--- src/rtl/alu_hs.sv ---
// alu_hs: registered ALU with a valid/ready handshake on both sides.
//
// One operation is in flight at a time. Single-cycle operations (add, sub,
// logic, shifts, compares, illegal opcodes) load Result on the accept edge.
// MUL runs an unsigned shift-add multiplier with one partial product per
// cycle. The result holds until the consumer takes it.
//
// Ports
//   clk        rising-edge clock
//   rst        synchronous reset, active-high
//   in_valid   operation presented
//   in_ready   block accepts an operation this cycle
//   A, B       operands (WIDTH bits)
//   ALUSel     4-bit opcode
//   out_valid  Result and flags valid
//   out_ready  consumer takes Result this cycle
//   Result     registered result (WIDTH bits)
//   ZFlag      Result == 0
//   NFlag      Result sign bit
//   CFlag      carry / borrow / multiply overflow
//   VFlag      signed overflow
module alu_hs #(
  parameter int WIDTH = 8,
  parameter int SHW   = $clog2(WIDTH)
) (
  input  logic             clk,
  input  logic             rst,
  input  logic             in_valid,
  output logic             in_ready,
  input  logic [WIDTH-1:0] A,
  input  logic [WIDTH-1:0] B,
  input  logic [3:0]       ALUSel,
  output logic             out_valid,
  input  logic             out_ready,
  output logic [WIDTH-1:0] Result,
  output logic             ZFlag,
  output logic             NFlag,
  output logic             CFlag,
  output logic             VFlag
);

  localparam int CW  = $clog2(WIDTH);
  localparam int MSB = WIDTH - 1;
  localparam logic [CW-1:0] CNT_LAST = CW'(WIDTH - 1);

  localparam logic [3:0] OP_ADD  = 4'b0000;
  localparam logic [3:0] OP_SUB  = 4'b0001;
  localparam logic [3:0] OP_AND  = 4'b0010;
  localparam logic [3:0] OP_OR   = 4'b0011;
  localparam logic [3:0] OP_NOR  = 4'b0100;
  localparam logic [3:0] OP_XOR  = 4'b0101;
  localparam logic [3:0] OP_SLL  = 4'b0110;
  localparam logic [3:0] OP_SRL  = 4'b0111;
  localparam logic [3:0] OP_SRA  = 4'b1000;
  localparam logic [3:0] OP_MUL  = 4'b1001;
  localparam logic [3:0] OP_SLT  = 4'b1010;
  localparam logic [3:0] OP_SLTU = 4'b1011;

  typedef enum logic [1:0] {
    ST_IDLE = 2'd0,
    ST_BUSY = 2'd1,
    ST_HOLD = 2'd2
  } state_t;

  state_t             state_q, state_d;
  logic [WIDTH-1:0]   result_q, result_d;
  logic               c_q, c_d;
  logic               v_q, v_d;
  // Flags read 0 from reset until the first result has been produced.
  logic               flags_en_q, flags_en_d;

  logic [2*WIDTH-1:0] mcand_q, mcand_d;
  logic [WIDTH-1:0]   mplier_q, mplier_d;
  logic [2*WIDTH-1:0] prod_q, prod_d;
  logic [CW-1:0]      cnt_q, cnt_d;

  logic               accept;
  logic [SHW-1:0]     sh_amt;
  logic [WIDTH:0]     add_full;
  logic [WIDTH:0]     sub_full;
  logic [2*WIDTH-1:0] prod_sum;
  logic [WIDTH-1:0]   alu_res;
  logic               alu_c;
  logic               alu_v;

  assign sh_amt   = B[SHW-1:0];
  assign add_full = {1'b0, A} + {1'b0, B};
  // The top bit of the extended difference is the unsigned borrow.
  assign sub_full = {1'b0, A} - {1'b0, B};
  // Accumulator plus the current partial product; also the final product
  // on the last iteration, so Result loads without an extra cycle.
  assign prod_sum = prod_q + (mplier_q[0] ? mcand_q : '0);

  // Single-cycle datapath. MUL and illegal opcodes fall to the zero default.
  always_comb begin
    alu_res = '0;
    alu_c   = 1'b0;
    alu_v   = 1'b0;
    case (ALUSel)
      OP_ADD: begin
        alu_res = add_full[WIDTH-1:0];
        alu_c   = add_full[WIDTH];
        alu_v   = (A[MSB] == B[MSB]) && (add_full[MSB] != A[MSB]);
      end
      OP_SUB: begin
        alu_res = sub_full[WIDTH-1:0];
        alu_c   = sub_full[WIDTH];
        alu_v   = (A[MSB] != B[MSB]) && (sub_full[MSB] != A[MSB]);
      end
      OP_AND:  alu_res = A & B;
      OP_OR:   alu_res = A | B;
      OP_NOR:  alu_res = ~(A | B);
      OP_XOR:  alu_res = A ^ B;
      OP_SLL:  alu_res = A << sh_amt;
      OP_SRL:  alu_res = A >> sh_amt;
      OP_SRA:  alu_res = WIDTH'($signed(A) >>> sh_amt);
      OP_SLT:  alu_res = {{(WIDTH-1){1'b0}}, ($signed(A) < $signed(B))};
      OP_SLTU: alu_res = {{(WIDTH-1){1'b0}}, (A < B)};
      default: alu_res = '0;
    endcase
  end

  // Next-state logic and handshake.
  always_comb begin
    state_d    = state_q;
    result_d   = result_q;
    c_d        = c_q;
    v_d        = v_q;
    flags_en_d = flags_en_q;
    mcand_d    = mcand_q;
    mplier_d   = mplier_q;
    prod_d     = prod_q;
    cnt_d      = cnt_q;
    in_ready   = 1'b0;

    case (state_q)
      ST_IDLE: in_ready = 1'b1;
      ST_BUSY: begin
        prod_d   = prod_sum;
        mcand_d  = mcand_q << 1;
        mplier_d = mplier_q >> 1;
        cnt_d    = cnt_q + CW'(1);
        if (cnt_q == CNT_LAST) begin
          state_d    = ST_HOLD;
          result_d   = prod_sum[WIDTH-1:0];
          c_d        = |prod_sum[2*WIDTH-1:WIDTH];
          v_d        = 1'b0;
          flags_en_d = 1'b1;
        end
      end
      ST_HOLD: begin
        // A new operation can only enter as the held result leaves.
        in_ready = out_ready;
        if (out_ready) state_d = ST_IDLE;
      end
      default: state_d = ST_IDLE;
    endcase

    accept = in_valid && in_ready;

    if (accept) begin
      if (ALUSel == OP_MUL) begin
        state_d  = ST_BUSY;
        mcand_d  = {{WIDTH{1'b0}}, A};
        mplier_d = B;
        prod_d   = '0;
        cnt_d    = '0;
      end else begin
        state_d    = ST_HOLD;
        result_d   = alu_res;
        c_d        = alu_c;
        v_d        = alu_v;
        flags_en_d = 1'b1;
      end
    end
  end

  always_ff @(posedge clk) begin
    if (rst) begin
      state_q    <= ST_IDLE;
      result_q   <= '0;
      c_q        <= 1'b0;
      v_q        <= 1'b0;
      flags_en_q <= 1'b0;
      mcand_q    <= '0;
      mplier_q   <= '0;
      prod_q     <= '0;
      cnt_q      <= '0;
    end else begin
      state_q    <= state_d;
      result_q   <= result_d;
      c_q        <= c_d;
      v_q        <= v_d;
      flags_en_q <= flags_en_d;
      mcand_q    <= mcand_d;
      mplier_q   <= mplier_d;
      prod_q     <= prod_d;
      cnt_q      <= cnt_d;
    end
  end

  assign out_valid = (state_q == ST_HOLD);
  assign Result    = result_q;
  assign ZFlag     = flags_en_q && (result_q == '0);
  assign NFlag     = result_q[MSB];
  assign CFlag     = c_q;
  assign VFlag     = v_q;

endmodule

--- config.mk ---
export PLATFORM = sky130hd
export DESIGN_NAME = alu_hs
export DESIGN_NICKNAME = d
export VERILOG_FILES = /design/src/rtl/alu_hs.sv
export SDC_FILE = /design/constraint.sdc
export NUM_CORES = 1
export LEC_CHECK = 0
export CAP_MARGIN = 0
export CORE_MARGIN = 2
export CORE_UTILIZATION = 48
export DETAILED_ROUTE_END_ITERATION = 8
export MAX_ROUTING_LAYER = met4
export PLACE_DENSITY = 0.68
export SLEW_MARGIN = 10
export SYNTH_ARGS = -nofsm -noshare
export SYNTH_HDL_FRONTEND = slang
export SYNTH_SLANG_ARGS = --single-unit
--- constraint.sdc ---
create_clock -name clk -period 5.9 [get_ports clk]
set_input_delay 1.18 -clock clk [delete_from_list [all_inputs] [get_ports clk]]
set_output_delay 1.18 -clock clk [all_outputs]
set_load 0.05 [all_outputs]
== After elaboration in Yosys (flattened, before gate mapping) ==
Index checks and enable logic that the tools add are counted.
W data, S select, Z words.

* Output and inout bits: 14
* Input bits: 24
* Logic and storage cells: 90
* Flip-flop bits (word level): 56

* Mux-type cells: 38
* Bitwise operators: 4
* $add $sub $neg: 4
* Reductions and logical operators: 9
* Equality and inequality tests: 21
* $lt $le $gt $ge: 2
* Shift-type cells: 3

{| class="wikitable"
|+ Operators with widths
! cell !! count
|-
| $mux W16 || 7
|-
| $pmux W8 S11 || 1
|-
| $mux W8 || 7
|-
| $add A16 B16 Y16 || 1
|-
| $eq A4 B3 Y1 const B || 4
|-
| $eq A4 B4 Y1 const B || 4
|-
| $lt A8 B8 Y1 || 2
|-
| $mux W1 || 12
|-
| $add A8 B8 Y9 || 1
|-
| $mux W3 || 3
|-
| $sub A8 B8 Y9 || 1
|-
| $and A8 B8 Y8 || 1
|-
| $eq A4 B2 Y1 const B || 2
|-
| $logic_not A8 Y1 || 1
|-
| $mux W2 || 4
|-
| $not A8 Y8 || 1
|-
| $or A8 B8 Y8 || 1
|-
| $reduce_or A8 Y1 || 1
|-
| $shl A8 B3 Y8 || 1
|-
| $shr A8 B3 Y8 || 1
|-
| $sshr A8 B3 Y8 || 1
|-
| $xor A8 B8 Y8 || 1
|-
| $pmux W1 S2 || 3
|-
| $pmux W2 S3 || 1
|-
| other kinds (14) || 19
|}

== Depth between registers and ports, before layout ==
* Word-level depth: 7
* Gate-level depth with buffers: 12
* Mapped depth without buffers: 12

== Worst setup path after synthesis ==
OpenSTA, ideal clock, no wires.

* Path kind: flip-flop to output port
* From: register result_q[3], in the netlist Result[3]
* To: output port ZFlag
* Setup slack: 2.177 ns
* Arrival: 2.543 ns
* Required time: 4.720 ns
* Stages on the path, launching flop included: 3
* Cells stage by stage: dfxtp_1 or4_1 nor4_1

* Longest elaborated chain between the ends: 2

{| class="wikitable"
|+ RTL lines
! what !! line !! text
|-
| start, declared || 66 || <nowiki>logic [WIDTH-1:0] result_q, result_d;</nowiki>
|-
| start signal, assigned || 191 || <nowiki>result_q <= result_d;</nowiki>
|-
| $logic_not A8 Y1 || 204 || <nowiki>assign ZFlag = flags_en_q && (result_q == '0);</nowiki>
|-
| $logic_and A1 B1 Y1 || 204 ||
|-
| end, declared || 36 || <nowiki>output logic ZFlag,</nowiki>
|}

No other way between the ends.

== Worst setup path in the final report ==
* From: input port B[2]
* To: register result_q[7], in the netlist Result[7]

* Longest elaborated chain between the ends: 4

{| class="wikitable"
|+ RTL lines
! what !! line !! text
|-
| start, declared || 31 || <nowiki>input logic [WIDTH-1:0] B,</nowiki>
|-
| $sub A8 B8 Y9 (tied with other cells) || 89 || <nowiki>assign sub_full = {1'b0, A} - {1'b0, B};</nowiki>
|-
| $pmux W8 S11 (*) || 99 || <nowiki>case (ALUSel)</nowiki>
|-
| $mux W8 (*) || 162 || <nowiki>if (ALUSel == OP_MUL) begin</nowiki>
|-
| $mux W8 (*) || 161 || <nowiki>if (accept) begin</nowiki>
|}

Every way passes the cells marked *; elsewhere a longest branch is shown, timed or not.
A chain may end at the register's enable or synchronous reset.

==> flow_summary.toml <==
[detailed_routing]
firstDrtPassIters = 5
drc_errors = 0
first_iter_violations = 381
wire_per_inst_um = 17.1
vias_per_cell = 5.99
vias = 4724
totalWireLength_mm = 13.5
final_antenna_net_count = 0

[global_route]
gr-total-overflow = 0
grt_use_total_pct = 25.6
grt_util_met2_pct = 39.4
grt_pass1_wl_mm = 22.2
grt_util_met1_pct = 34.9
antenna_found_initial = 0
grt_pass1_vias = 4392
busiest_layer = "met2"
use_met3_pct = 2.88
grt_start_max_net_pins = 45

[finish]
antenna_cells = 0
area_delta_synth_final_pct = 11.3
postLayoutCoreUtil_pct = 55.1
final_common_cell = "nand2_1"
layout.cells.non_filler = 789
nets = 725
mostFrequentLayoutCells = "102 x nand2_1, 61 x a21oi_1, 60 x nor2_1, 56 x dfxtp_1, 43 x ha_1"
drive_gt1_share_pct = 5.64
n_fill_cell = 990
fin_area_um2 = 5390

[critical_path]
reg2reg_to = "prod_q[15]"
r2r_slack_ns = 2.73
r2r_start = "mplier_q[0]"
critPathMaxStageDelay_ns = 0.81
crit_path_cell_trace = "clkdlybuf4s50_1, clkinv_1, ha_1, inv_1, o21bai_1, a21o_1, a2111oi_0, nor2_1, a221o_1, a21oi_1, o32ai_1"
reg2reg_depth = 10
arrival_ns = 4.54
cp.required_ns = 6.08
crit_type = "input port to flip-flop"
slowest_stage = "clkdlybuf4s50_1"
endpoint_kind = "flip-flop"
cp_max_fo = 17
cp-start-kind = "input port"

[hold_path]
hp-class = "flip-flop to flip-flop"
holdPathStages = 2
hold_end = "mcand_q[15]"
min-delay-start = "mcand_q[15]"

[place]
gp_congestion = 0.931
placedCellCount = 781
pre_cts_ws_ns = 1.30
place_hpwl_mm = 10.1
place_area_um2 = 5290
io_buffers = 37

[die]
ios = 38
rows = 36
die-area_um2 = 10900
start_util_pct = 49.5
fp.dieH_um = 104
core_um2 = 9770
die-width_um = 104

[clocking]
cts.repair.resized = 0
clk_pin_slew_worst_paths_ns = 0.12
cts_buffer_depth = 2
root_buffer = "clkbuf_8"
clkLatencyLatePin_ns = 0.32
cts.sinks = 56
numCtsBuffers = 5
cts_hold_buffers = 0
cts_tree = "built"
postCtsSetupRepairBufs = 0
ctsHtreeMaxLevel = 2

[synthesis]
dominantRegCellSynth = "dfxtp_1"
syn_area_um2 = 4840
syn_avg_cell_area_um2 = 7.56
synthCells = 640
synth_async_sr_flop_share_pct = 0
yosys_warnings = 0
yosysTopAreaCell = "dfxtp_1"
synth-seq-cells = 56
synth_enable_flop_cells = 0
ys_seq_area_share_pct = 23.2
synth.distinct_cells = 65
yosys-top-cells-area = "dfxtp_1 23%, ha_1 11%, nand2_1 7.9%"
synth_nets = 710
netlist.area_leader.share_pct = 23.2

[timing]
final-setup-viol-count = 0
tightestPinTransition_ns = 1.11
clock-skew-final_ns = 0.0144
period_minus_slack_ns = 4.36
tns_ns = 0
fin_ws_ns = 1.54
relSlewSlack_pct = 26.1
fmax_mhz = 229
rsz0062_at_grt = "false"
hold_viol = 0
fin_crit_sh_pct = 73.9
hold_ws_ns = 0.462
final-max-slew-violation-count = 0

[power_and_ir_drop]
power.leakage_nw = 2.14
ir_drop_v = 0.000112
power_uw = 869
p_per_area_nw_per_um2 = 161

[flow_run]
cap_violations = 0

[run_status]
status = "finished clean"
state kept, by name, summed over array words and instances, names as in the netlist:
signal and flops:
mcand_q 16, prod_q 16, Result 8, mplier_q 8, cnt_q 3, state_q 2, CFlag 1, VFlag 1
flags_en_q 1
power by group:
part | internal [mW] | total [mW] | leakage [nW] | switching [mW]
Combinational | 0.0961 | 0.245 | 1.63 | 0.149
Clock | 0.0901 | 0.232 | 0.0511 | 0.142
Sequential | 0.386 | 0.392 | 0.453 | 0.00637
Yosys cell counts (6+ instances only):
cell type	number
nor3_1	9
o21ai_0	25
clkbuf_1	25
a21oi_1	61
mux4_2	7
a211oi_1	9
mux2i_1	13
a31oi_1	6
o211ai_1	6
xnor2_1	16
nand3_1	10
a21o_1	6
inv_1	33
ha_1	43
and2_1	16
nor2_1	60
a311oi_1	14
nand2_1	102
buf_1	7
o21bai_1	6
nand2b_1	11
dfxtp_1	56
routing by layer:
layer / routed length [um] / vias to the layer above
met2: 6220 / 158
met3: 709 / 18
met1: 6270 / 2225
met5: 0 / -
met4: 329 / 0
li1: - / 2323
worst max-delay path by stage:
stage / start / depth (start not counted) / end
floorplan: Result[3] / 2 / ZFlag
global placement: B[2] / 11 / Result[7]
detailed placement: B[2] / 11 / Result[7]
CTS: B[2] / 11 / Result[7]
global route: B[2] / 11 / Result[7]
finish: B[2] / 11 / Result[7]
cell type report:
type                    count  area (um2)  area share (%)
clock buffers               5        68.8            1.28
well taps                 133         166            3.09
repair buffers             46         438            8.13
clock inverters             3        28.8           0.534
flip-flops and latches     56        1120            20.8
inverters                  34         128            2.37
multi-input cells         512        3430            63.8
cells by family (layout without fill, tap and decap cells):
logic type / count (synthesis) / in the layout / synth area share, %
simple gates: 235 / 235 / 21.9
flops: 56 / 56 / 23.2
buf+inv: 72 / 88 / 5.92
compound gates: 187 / 187 / 26.2
mux: 23 / 23 / 6.64
xor+xnor: 21 / 21 / 3.80
fa+ha+maj: 46 / 46 / 12.4
worst max-delay path, delay by kind of cell:
family                     cells  cell delay [ns]
AOI/OAI and AO/OA              6             1.45
buffers and inverters          3             1.29
adders and majority gates      1             0.46
and+or+nand+nor                1             0.15
No activity file was read; power rests on OpenSTA's default activity.
